[src/rtl/mem_arbiter.sv]
// mem_arbiter: round-robin arbiter sharing one single-port memory between the fetch (I) and
// memory (D) stages, with a per-grant wait timeout reported on bus_err.
module mem_arbiter #(
    parameter int MAX_WAIT = 15
) (
    input  logic        clk,
    input  logic        reset,
    input  logic        i_req,
    input  logic [31:0] i_addr,
    output logic [31:0] i_rdata,
    output logic        i_ready,
    input  logic        d_req,
    input  logic        d_we,
    input  logic [31:0] d_addr,
    input  logic [31:0] d_wdata,
    input  logic [3:0]  d_be,
    output logic [31:0] d_rdata,
    output logic        d_ready,
    output logic        mem_req,
    output logic        mem_we,
    output logic [31:0] mem_addr,
    output logic [31:0] mem_wdata,
    output logic [3:0]  mem_be,
    input  logic [31:0] mem_rdata,
    input  logic        mem_ack,
    output logic        stall_f,
    output logic        stall_m,
    output logic        bus_err
);
    typedef enum logic [1:0] {IDLE, GNT_I, GNT_D} state_t;
    localparam logic [7:0] LAST_WAIT = 8'(MAX_WAIT - 1);
    state_t     state;
    logic       lastGrant;
    logic [7:0] waitCnt;
    logic       iElig, dElig, pickD, pickI, finish;
    // A port finishing this cycle sits out one arbitration round.
    assign iElig   = i_req & ~i_ready;
    assign dElig   = d_req & ~d_ready;
    assign pickD   = dElig & (~iElig | ~lastGrant);
    assign pickI   = iElig & ~pickD;
    assign finish  = mem_ack | (waitCnt == LAST_WAIT);
    assign stall_f = i_req & ~i_ready;
    assign stall_m = d_req & ~d_ready;
    always_ff @(posedge clk or posedge reset) begin
        if (reset) begin
            state     <= IDLE;
            lastGrant <= 1'b0;
            waitCnt   <= '0;
            mem_req   <= 1'b0;
            mem_we    <= 1'b0;
            mem_addr  <= '0;
            mem_wdata <= '0;
            mem_be    <= '0;
            i_rdata   <= '0;
            d_rdata   <= '0;
            i_ready   <= 1'b0;
            d_ready   <= 1'b0;
            bus_err   <= 1'b0;
        end else begin
            i_ready <= 1'b0;
            d_ready <= 1'b0;
            bus_err <= 1'b0;
            if (state == IDLE) begin
                if (pickD | pickI) begin
                    state     <= pickD ? GNT_D : GNT_I;
                    mem_req   <= 1'b1;
                    mem_we    <= pickD & d_we;
                    mem_addr  <= pickD ? d_addr : i_addr;
                    mem_wdata <= pickD ? d_wdata : '0;
                    mem_be    <= pickD ? d_be : 4'hF;
                    waitCnt   <= '0;
                end
            end else if (finish) begin
                // An ack on the timeout edge still counts as a normal completion.
                state     <= IDLE;
                mem_req   <= 1'b0;
                bus_err   <= ~mem_ack;
                lastGrant <= (state == GNT_D);
                if (state == GNT_D) begin
                    d_ready <= 1'b1;
                    if (!(mem_ack && mem_we)) d_rdata <= mem_ack ? mem_rdata : '0;
                end else begin
                    i_ready <= 1'b1;
                    i_rdata <= mem_ack ? mem_rdata : '0;
                end
            end else begin
                waitCnt <= waitCnt + 8'd1;
            end
        end
    end
endmodule
[config.mk]
export PLATFORM = sky130hd
export DESIGN_NAME = mem_arbiter
export DESIGN_NICKNAME = d
export VERILOG_FILES = /design/src/rtl/mem_arbiter.sv
export SDC_FILE = /design/constraint.sdc
export NUM_CORES = 1
export LEC_CHECK = 0
export ABC_AREA = 0
export BUFFER_PORTS_ARGS = -buffer_cell sky130_fd_sc_hd__buf_2
export CORE_UTILIZATION = 35
export CTS_CLUSTER_SIZE = 30
export DETAILED_ROUTE_END_ITERATION = 10
export MAX_ROUTING_LAYER = met4
export RECOVER_POWER = 25
export SLEW_MARGIN = 25
export SYNTH_ARGS = -nofsm -noshare
export SYNTH_HDL_FRONTEND = slang
export SYNTH_SLANG_ARGS = --single-unit
[constraint.sdc]
create_clock -name clk -period 5.7 [get_ports clk]
set_clock_uncertainty 0.1 [all_clocks]
set_input_delay 0.855 -clock clk [delete_from_list [all_inputs] [get_ports clk]]
set_output_delay 0.855 -clock clk [all_outputs]
set_load 0.1 [all_outputs]
Word level (Yosys, flattened, before mapping)
Index checks and enable logic that the tools add are counted.

operators by class
  multiplexer cells = 22
  add/subtract/negate cells = 1
  equal/unequal tests = 4
  reductions and logical operators = 9
  bitwise gates (word level) = 17

operators by type and width
  operator               count
  $mux W32               3
  $mux W8                3
  $mux W1                11
  $not A1 Y1             9
  $add A8 B1 Y8 const B  1
  $eq A8 B4 Y1 const B   1
  $mux W2                4
  $reduce_and A2 Y1      4
  $and A1 B1 Y1          5
  $mux W4                1
  $ne A2 B1 Y1 const B   2
  $reduce_and A4 Y1      1
  $or A1 B1 Y1           3
  $reduce_and A3 Y1      1
  $eq A2 B2 Y1 const B   1
  $logic_not A2 Y1       1
  $reduce_bool A2 Y1     1
  $logic_and A1 B1 Y1    1

word-level totals
  output and inout port bits = 139
  input port bits = 138
  bits in registers = 148

Depth between registers and ports, before layout
Gate-level depths: netlist of run 1.

  depth in word-level cells = 10
  gate-level depth with buffers = 8
  mapped depth without buffers = 6

Worst setup path before layout of run 1
Ideal clock, no wire load.

  path kind = flip-flop to flip-flop
  from = register d_ready
  to = register mem_be[0]
  required time = 5.479 ns
  setup time = 0.121 ns
  slack = 2.890 ns
  path buffers = 1
  stages on the path, launching flop included = 6
  period minus slack after synthesis = 2.810 ns
  arrival = 2.588 ns
  cell sequence = dfrtp_1 and2b_1 a21bo_2 buf_4 or2_1 o22a_1

on the way
  word-level cells in the longest chain between the ends = 7
  elaborated cells on any way between the ends = 8
  classes of those cells = mux (1); bitwise (6); reduce/logical (1)

ends and longest elaborated chain
  element                      line  RTL
  start: declaration           18    output logic d_ready,
  start signal: assignment     57    d_ready <= 1'b0;
  start signal: assignment     61    d_ready <= 1'b0;
  start signal: assignment     80    d_ready <= 1'b1;
  $not A1 Y1 *                 --
  $and A1 B1 Y1 *              --
  named net stall_m            27    output logic stall_m,
  $and A1 B1 Y1 *              39    assign pickD = dElig & (~iElig | ~lastGrant);
  $not A1 Y1                   40    assign pickI = iElig & ~pickD;
  $and A1 B1 Y1                40
  $or A1 B1 Y1                 64    if (pickD | pickI) begin
  $reduce_and A2 Y1 (no line)  --
  end signal: assignment       70    mem_be <= pickD ? d_be : 4'hF;
  end: declaration             23    output logic [3:0] mem_be,

Mark *: on every way through the listed nets, which the timed path passes. The rest lies on a longest branch.
A chain may end at the register's enable or synchronous reset.

Worst setup path in the final report of run 1
  from = input port i_req
  to = register mem_be[0]

on the way
  word-level cells in the longest chain between the ends = 8
  elaborated cells on any way between the ends = 9
  classes of those cells = mux (1); bitwise (7); reduce/logical (1)

ends and longest elaborated chain
  element                      line  RTL
  start: declaration           8     input logic i_req,
  $and A1 B1 Y1 *              37    assign iElig = i_req & ~i_ready;
  $not A1 Y1                   39
  $or A1 B1 Y1                 39
  $and A1 B1 Y1                39
  $not A1 Y1                   40
  $and A1 B1 Y1                40
  $or A1 B1 Y1                 64
  $reduce_and A2 Y1 (no line)  --

Every way passes the cells marked *; elsewhere a longest branch is shown, timed or not.

==> out/qor.txt, run 1 <==
Predominant post-synthesis flop cell -> dfrtp_1
RSZ-0062 raised after global routing -> false
Min-delay src -> mem_addr[9]
Max Slew Vio Count -> 0
Initial antenna violation count -> 0
Arrival time worst endpoint -> 3.10 ns
Die footprint -> 17100 µm²
Post-Syn Area -> 5810 µm²
Initial DRC count -> 209
CORE AREA -> 16100 µm²
CP Max Fanout -> 50
Final nets -> 853
Syn. warnings -> 0
DRC viols -> 0
Critical Path Sink Type -> flip-flop
Detailed-route via count -> 4603
# Post-CTS Setup Buffers -> 0
Register-to-Register Path Depth -> 6
Critical path launch point -> i_req
Fin. Hold Viols -> 0
Clock Pin Slew Worst Setup and Hold Paths -> 0.06 ns
Post-synth top area cell -> dfrtp_1
First-pass GRT wire length -> 23400 µm
GRT overflow -> 0
Largest stage delay, worst path -> 0.60 ns
Layout cells sized above 1 -> 44.4%
Worst r2r src -> i_ready
Cell row count -> 46
Global Route Usage Sum -> 18.6%
Vias in the first global route -> 4637
Number of fill cells -> 1458
Drt pass-1 iters -> 4
Worst-Skew Late Latency -> 0.42 ns
Chip width -> 131 µm
Largest delay share family, worst path -> buffers and inverters
Hold Slack -> 0.374 ns
Top post-synthesis cells by area -> dfrtp_1 (64%), a22o_1 (15%), mux2i_1 (5.7%), o21ai_0 (3.2%), nand2_1 (2.6%)
IO Pins -> 277
Synth-to-layout area growth -> 36.3%
Hold buffer count at CTS -> 0
Share of the synthesized area in the top cell type -> 63.7%
CTS tree -> done
Crit-path slowest cell -> o21ai_4
Routed wire length -> 15400 µm
Syn avg cell area -> 13.1 µm²
Initial Utilization -> 36.2%
DP HPWL -> 10800 µm
Period utilization -> 49.9%
Clk root buf -> clkbuf_16
Worst-Margin Slew -> 1.17 ns
Via/cell ratio -> 4.89
Final min period -> 2.84 ns
Syn nets -> 585
Crit path depth -> 7
Status -> finished clean
# port buffers -> 276
Post-cts sizing count -> 0
Worst setup path endpoint -> mem_be[0]
Number of synthesized register bits -> 148
# H-tree levels -> 4
TritonCTS sink count -> 148
Relative slew slack -> 22.0%
GP Congestion -> 0.747
Commonest cells post-synth -> dfrtp_1 (148), a22o_1 (98), nand2_1 (40)
Final TNS setup -> 0 ns
Async set-or-reset flop fraction in the synthesized netlist -> 100%
Setup violations, final -> 0
Critical Path, Cell by Cell -> buf_2, and2b_1, o21ai_4, buf_4, buf_4, or2_1, o22a_1
Ant. Diodes -> 0
Worst Setup Start Kind -> input port
Final core utilization -> 49.3%
Max Cap Viol -> 0
Reg-to-reg slack, setup -> 2.99 ns
Most frequent cell after synthesis -> dfrtp_1
Post-synth cell types -> 37
Most frequent CP cell -> buf_4
Pin count of the biggest net entering global routing -> 99
Die height -> 131 µm
Fmax -> 352 MHz
Clock buffer depth -> 2
Seq/Total Area, Yosys -> 63.7%
Cells after Synth -> 445
WP buf/inv -> 3
EDFF count, synth -> 0
Inserted Clock Buffers -> 17
Hold Path Class -> reg -> reg
Reg2reg end -> mem_be[0]
Req. time, crit path -> 5.95 ns
Final ANT Viol Nets -> 0
Routed len/inst -> 16.3 µm
CP Class -> in -> reg
-- stage by stage --
step / area [µm²] / setup slack, ns / instances
2_1_floorplan: 5810 / 0.765 / 445
3_3_place_gp: 7340 / 2.54 / 910
3_5_place_dp: 7340 / 2.40 / 910
4_1_cts: 7930 / 2.83 / 942
5_1_grt: 7920 / 2.63 / 942
6_report: 7920 / 2.86 / 942
-- placed cells by master (no fill, tap or decap), drive strengths merged, types with 3 or more instances in the layout --
cell type / instances
a22o: 98
dfrtp: 148
nand3: 9
mux2i: 33
clkinvlp: 3
o21ai: 39
nand2: 40
or3: 3
nand2b: 3
clkinv: 3
o22a: 4
inv: 10
buf: 282
clkbuf: 18
nor2: 5
-- how the worst min path moves through the flow --
stage | endpoint | slack [ns] | cells after the start
after global placement | mem_addr[15] | 0.36 | 2
after floorplan | lastGrant | 0.36 | 1
final | mem_addr[9] | 0.37 | 2
after detailed placement | mem_addr[9] | 0.37 | 2
after global routing | mem_addr[1] | 0.41 | 2
after CTS | mem_addr[9] | 0.38 | 2
-- logic make-up (layout without fill, tap and decap cells) --
family,count (synthesis),after routing,synth area share (%)
xor gates and xnor gates,2,2,0.302
buffers and inverters,37,318,3.51
and+or+nand+nor,72,72,6.09
muxes,33,33,5.68
adders and majority gates,2,2,0.431
DFF,148,148,63.7
AOI/OAI and AO/OA,151,151,20.2
-- flip-flops by register name (all words and copies together), names as in the netlist --
signal and count:
state 2, bus_err 1, d_ready 1, d_rdata 32, waitCnt 8, mem_req 1, mem_wdata 32, mem_be 4
lastGrant 1, mem_we 1, i_rdata 32, mem_addr 32, i_ready 1
-- per-layer routing --
metal  track usage, %  vias to the layer above  part of all wire [%]
met2             29.6                      190                    48
met4             6.76                        0                   2.1
met1             22.8                     2215                    44
li1                 -                     2171                     -
met3             4.64                       27                   6.3
met5                -                        -                     0
-- worst min-delay path: stages (launching register included) --
cell	delay, ns
dfrtp_1	0.33
nand2_1	0.04
o21ai_0	0.06
-- final cells by class --
cell class,instances,area [µm²],share of cell area [%]
flip-flops and latches,148,3700,46.8
repair buffers,283,1430,18.1
clock buffers,17,425,5.37
inverters,3,16.3,0.205
well taps,216,270,3.41
clock inverters,15,168,2.12
multi-input cells,260,1900,24.0
Power of run 1 is not shown: default switching activity piles up to over one toggle a cycle in this logic, so the estimate is an artifact.
==> run 2: changes to the inputs <==
--- a/config.mk
+++ b/config.mk
@@ -11,6 +11,7 @@
 export CTS_CLUSTER_SIZE = 30
 export DETAILED_ROUTE_END_ITERATION = 10
 export MAX_ROUTING_LAYER = met4
+export PLACE_DENSITY = 0.66
 export RECOVER_POWER = 25
 export SLEW_MARGIN = 25
 export SYNTH_ARGS = -nofsm -noshare
==> constraint.sdc (replaced) <==
create_clock -name clk -period 2.4 [get_ports clk]
set_clock_uncertainty 0.1 [all_clocks]
set_input_delay 0.36 -clock clk [delete_from_list [all_inputs] [get_ports clk]]
set_output_delay 0.36 -clock clk [all_outputs]
set_load 0.1 [all_outputs]
==> out/qor.txt, run 2 (same netlist as run 1, synthesis figures left out) <==
Max Cap Viol -> 0 (unchanged)
Worst Setup Start Kind -> flip-flop
Setup violations, final -> 0 (unchanged)
Arrival time worst endpoint -> 2.22 ns (-0.88 ns)
First-pass GRT wire length -> 23800 µm (+1.7%)
Largest delay share family, worst path -> simple AND/OR/NAND/NOR gates
# port buffers -> 276 (unchanged)
Critical Path Sink Type -> flip-flop
Reg2reg end -> i_rdata[27]
Critical Path, Cell by Cell -> inv_1, ha_1, nor3b_2, a21oi_2, nand2b_1, buf_4, a22o_1
Post-cts sizing count -> 0 (unchanged)
Worst-Margin Slew -> 1.05 ns (-0.122 ns)
Placed inst area -> 7420 µm² (+1.1%)
GP Congestion -> 0.768 (+2.8%)
Clock buffer depth -> 2 (unchanged)
WL met3 -> 1040 µm (+6.9%)
Fmax -> 493 MHz
Status -> finished clean
Wl on met1 -> 6570 µm (-2.3%)
Clock Pin Slew Worst Setup and Hold Paths -> 0.06 ns (about the same)
Worst r2r src -> waitCnt[0]
Req. time, crit path -> 2.59 ns (-3.36 ns)
Max Used Layer -> met4
WP buf/inv -> 2 (-1)
CORE AREA -> 16100 µm² (unchanged)
Clk root buf -> clkbuf_16
Hold Path Stages -> 2 (unchanged)
Global Route Usage Sum -> 18.9% (+0.39 points)
Final instance area -> 7980 µm² (+0.79%)
Synth-to-layout area growth -> 37.4%
Routed wire length -> 15700 µm (+1.8%)
Initial antenna violation count -> 1 (+1)
DRC viols -> 0 (unchanged)
# H-tree levels -> 4 (unchanged)
Period utilization -> 84.6%
Hold Path Class -> in -> reg
Via/cell ratio -> 4.93 (+0.90%)
Final min period -> 2.03 ns
Reg-to-reg slack, setup -> 0.37 ns (-2.62 ns)
DP HPWL -> 11500 µm (+6.3%)
Final ANT Viol Nets -> 0 (unchanged)
Register-to-Register Path Depth -> 7 (+1)
Hold-critical path endpoint -> mem_wdata[11]
Final nets -> 859 (+0.70%)
Fin. Hold Viols -> 0 (unchanged)
Vias in the first global route -> 4599 (-0.82%)
Crit-path slowest cell -> dfrtp_1
Final core utilization -> 49.7% (+0.39 points)
Drt pass-1 iters -> 4 (unchanged)
Die footprint -> 17100 µm² (unchanged)
Initial Utilization -> 36.2% (unchanged)
Max Slew Vio Count -> 0 (unchanged)
Largest stage delay, worst path -> 0.42 ns (-0.18 ns)
Min-delay src -> d_wdata[11]
CTS tree -> done
Chip width -> 131 µm (unchanged)
Pin count of the biggest net entering global routing -> 80 (-19%)
CP Max Fanout -> 28 (-44%)
Routed len/inst -> 16.5 µm (+1.0%)
CP Class -> reg -> reg
TritonCTS sink count -> 148 (unchanged)
Most common cell after layout, fill and taps aside -> buf_2
RSZ-0062 raised after global routing -> false
Detailed-route via count -> 4679 (+1.7%)
Initial DRC count -> 239 (+14%)
Layout cells sized above 1 -> 45.6% (+1.3 points)
Relative slew slack -> 30.2% (+8.2 points)
IO Pins -> 277 (unchanged)
Commonest cells after routing, fill and taps aside -> buf_2 (276), dfrtp_1 (146), a22o_1 (98), nand2_1 (40), o21ai_0 (37)
Die height -> 131 µm (unchanged)
# Post-CTS Setup Buffers -> 0 (unchanged)
Met2 Wirelength -> 7720 µm (+4.7%)
Inserted Clock Buffers -> 17 (unchanged)
Worst-Skew Late Latency -> 0.41 ns (about the same)
GRT overflow -> 0 (unchanged)
Cell row count -> 46 (unchanged)
-- run 2: worst max-delay path by stage --
| stage | startpoint | endpoint | depth (start not counted) |
|---|---|---|---|
| 2_1_floorplan | reset | d_ready | 1 |
| 3_3_place_gp | waitCnt[0] | waitCnt[4] | 6 |
| 3_5_place_dp | waitCnt[0] | i_rdata[6] | 7 |
| 4_1_cts | i_ready | stall_f | 2 |
| 5_1_grt | waitCnt[0] | i_rdata[20] | 7 |
| 6_report | waitCnt[0] | i_rdata[27] | 7 |
-- run 2: routing by layer --
metal | GRT usage (%) | vias to the layer above
li1 | - | 2191
met1 | 23.7 | 2272
met2 | 29.2 | 189
met3 | 5.09 | 27
met4 | 7.37 | 0
met5 | - | -
-- run 2: timing repair --
item                                    4_1_cts  5_1_grt
endpoints found under the setup margin        0        0
endpoints found under the hold margin        75        0
hold buffers                                  1        0
-- run 2: cell type report --
cell class / count / area, µm²
Fill cell: 1468 / 8080
Sequential cell: 148 / 3710
Multi-Input combinational cell: 260 / 1920
Timing Repair Buffer: 289 / 1490
Clock buffer: 18 / 429
Tap cell: 216 / 270
Clock inverter: 14 / 150
Inverter: 3 / 12.5
Antenna cell: 1 / 2.50
-- run 2: per-stage QoR --
stage / worst slack, ns / hold slack, ns / setup TNS [ns] / std cells
2_1_floorplan: -0.0812 / 0.331 / -0.162 / 445
3_3_place_gp: 0.500 / 0.360 / 0 / 915
3_5_place_dp: 0.401 / 0.366 / 0 / 915
4_1_cts: 0.372 / 0.0400 / 0 / 948
5_1_grt: 0.269 / 0.0444 / 0 / 949
6_report: 0.370 / 0.0636 / 0 / 949
Power of run 2 is left out for the same reason.
==> run 3: changes to the inputs <==
==> constraint.sdc (replaced) <==
create_clock -name clk -period 1.7 [get_ports clk]
set_clock_uncertainty 0.1 [all_clocks]
set_input_delay 0.255 -clock clk [delete_from_list [all_inputs] [get_ports clk]]
set_output_delay 0.255 -clock clk [all_outputs]
set_load 0.1 [all_outputs]
==> out/qor.txt, run 3 (same netlist as run 1, synthesis figures left out) <==
Clk root buf -> clkbuf_16
Die height -> 131 µm (unchanged)
Worst Setup Start Kind -> flip-flop
Initial DRC count -> 259 (+8.4%)
GP Congestion -> 0.788 (+2.6%)
# H-tree levels -> 4 (unchanged)
Relative slew slack -> 54.9% (+25 points)
Detailed-route via count -> 5166 (+10%)
CP Class -> reg -> reg
Final min period -> 1.77 ns (-0.258 ns)
Ant. Diodes -> 0 (-1)
Most common cell after layout, fill and taps aside -> buf_2
Status -> complete, but fails checks
Critical Path, Cell by Cell -> inv_1, ha_2, nor3b_4, a21oi_2, nand2b_4, buf_12, a22o_1
Routed len/inst -> 16.4 µm (-0.37%)
Routed wire length -> 17400 µm (+11%)
CP Max Fanout -> 26 (-7.1%)
Cell row count -> 46 (unchanged)
Drt pass-1 iters -> 4 (unchanged)
CTS tree -> done
Via/cell ratio -> 4.90 (-0.68%)
Die footprint -> 17100 µm² (unchanged)
Inserted Clock Buffers -> 17 (unchanged)
Setup violations, final -> 74 (+74)
Initial Utilization -> 36.2% (unchanged)
Req. time, crit path -> 1.90 ns (-0.69 ns)
DP HPWL -> 11800 µm (+2.6%)
DRC viols -> 0 (unchanged)
Failing checks -> setup timing
Worst-Margin Slew -> 0.677 ns (-0.370 ns)
Hold Path Class -> in -> reg
Final ANT Viol Nets -> 0 (unchanged)
Fin. Hold Viols -> 0 (unchanged)
Layout cells sized above 1 -> 46.4% (+0.74 points)
RSZ-0062 raised after global routing -> true
First-pass GRT wire length -> 26000 µm (+9.2%)
Crit-path slowest cell -> dfrtp_1
GRT overflow -> 0 (unchanged)
CORE AREA -> 16100 µm² (unchanged)
Final nets -> 966 (+12%)
TritonCTS sink count -> 148 (unchanged)
Fmax -> 564 MHz (+15%)
Clock buffer depth -> 2 (unchanged)
Largest stage delay, worst path -> 0.38 ns (-0.04 ns)
Synth-to-layout area growth -> 59.2%
Global Route Usage Sum -> 20.8% (+1.9 points)
Arrival time worst endpoint -> 1.97 ns (-0.25 ns)
Pin count of the biggest net entering global routing -> 67 (-16%)
Worst-Skew Late Latency -> 0.41 ns (about the same)
Max Cap Viol -> 0 (unchanged)
IO Pins -> 277 (unchanged)
Vias in the first global route -> 5290 (+15%)
# port buffers -> 276 (unchanged)
Critical Path Sink Type -> flip-flop
Commonest cells after routing, fill and taps aside -> buf_2 (274), dfrtp_1 (145), a22o_1 (98), dlygate4sd3_1 (70), nand2_1 (40)
Clock Pin Slew Worst Setup and Hold Paths -> 0.06 ns (about the same)
Max Slew Vio Count -> 0 (unchanged)
Initial antenna violation count -> 0 (-1)
Largest delay share family, worst path -> simple AND/OR/NAND/NOR gates
PnR worst setup slack -> -0.0717 ns (-0.442 ns)
Period utilization -> 104% (+20 points)
Final TNS setup -> -2.90 ns (-2.90 ns)
Chip width -> 131 µm (unchanged)
WP buf/inv -> 2 (unchanged)
## run 3: cell types whose count changed in the layout (fill, tap and decap cells not counted), sizes merged, moves of 2 or more
cell	previous run	this run
dlygate4sd3	1	70
bufinv	2	0
buf	286	323
clkinv	6	3
clkbuf	20	24
## run 3: path summary, 6_finish.rpt
| check | startpoint | slack (ns) | end | depth (start not counted) |
|---|---|---|---|---|
| setup / recovery | waitCnt[0] | -0.07 | i_rdata[6] | 7 |
| hold / removal | d_addr[30] | 0.02 | mem_addr[30] | 3 |
| setup reg to reg | waitCnt[0] | -0.07 | i_rdata[6] | 7 |
| hold reg to reg | mem_addr[15] | 0.38 | mem_addr[15] | 2 |
| max in group asynchronous | reset | 0.17 | i_ready | 4 |
| min in group asynchronous | reset | 0.29 | d_rdata[21] | 3 |
## run 3: worst reg2reg max path, cell delays in order (launching register included)
cell      delay, ns
dfrtp_1        0.38
inv_1          0.07
ha_2           0.16
nor3b_4        0.27
a21oi_2        0.10
nand2b_4       0.17
buf_12         0.16
a22o_1         0.26
## run 3: through the flow
stage               setup WS (ns)  hold WS (ns)  cell area (µm²)  utilization [%]  cells
finish                    -0.0717        0.0215             9250             57.6   1055
floorplan                  -0.676         0.226             5970                -    445
CTS                       -0.0421       0.00266             9170             57.1   1050
detailed placement        -0.0744         0.144             7810             48.7    941
global placement          -0.0306         0.139             7810             48.7    941
global route               -0.158        0.0168             9250             57.6   1055
## run 3: layout make-up
class	count	area (µm²)
clock buffers	21	480
clock inverters	11	91.3
fillers	1350	6810
inverters	3	12.5
multi-input cells	260	2010
flip-flops and latches	148	3710
well taps	216	270
repair buffers	396	2670
## run 3: metal layers
layer  track usage (%)  routed length [µm]
met5                 -                   0
met4              9.67                 546
met3              4.19                 954
met2              34.6                8740
met1              24.2                7110
## run 3: repair_timing
| action | 4_1_cts | 5_1_grt |
|---|---|---|
| pin swaps | 19 | 20 |
| endpoints found under the hold margin | 110 | 0 |
| resized for setup | 10 | 13 |
| hold buffers | 70 | 0 |
| cloned | 0 | 2 |
| endpoints found under the setup margin | 32 | 132 |
| buffers inserted | 7 | 4 |
Power of run 3 is left out for the same reason.
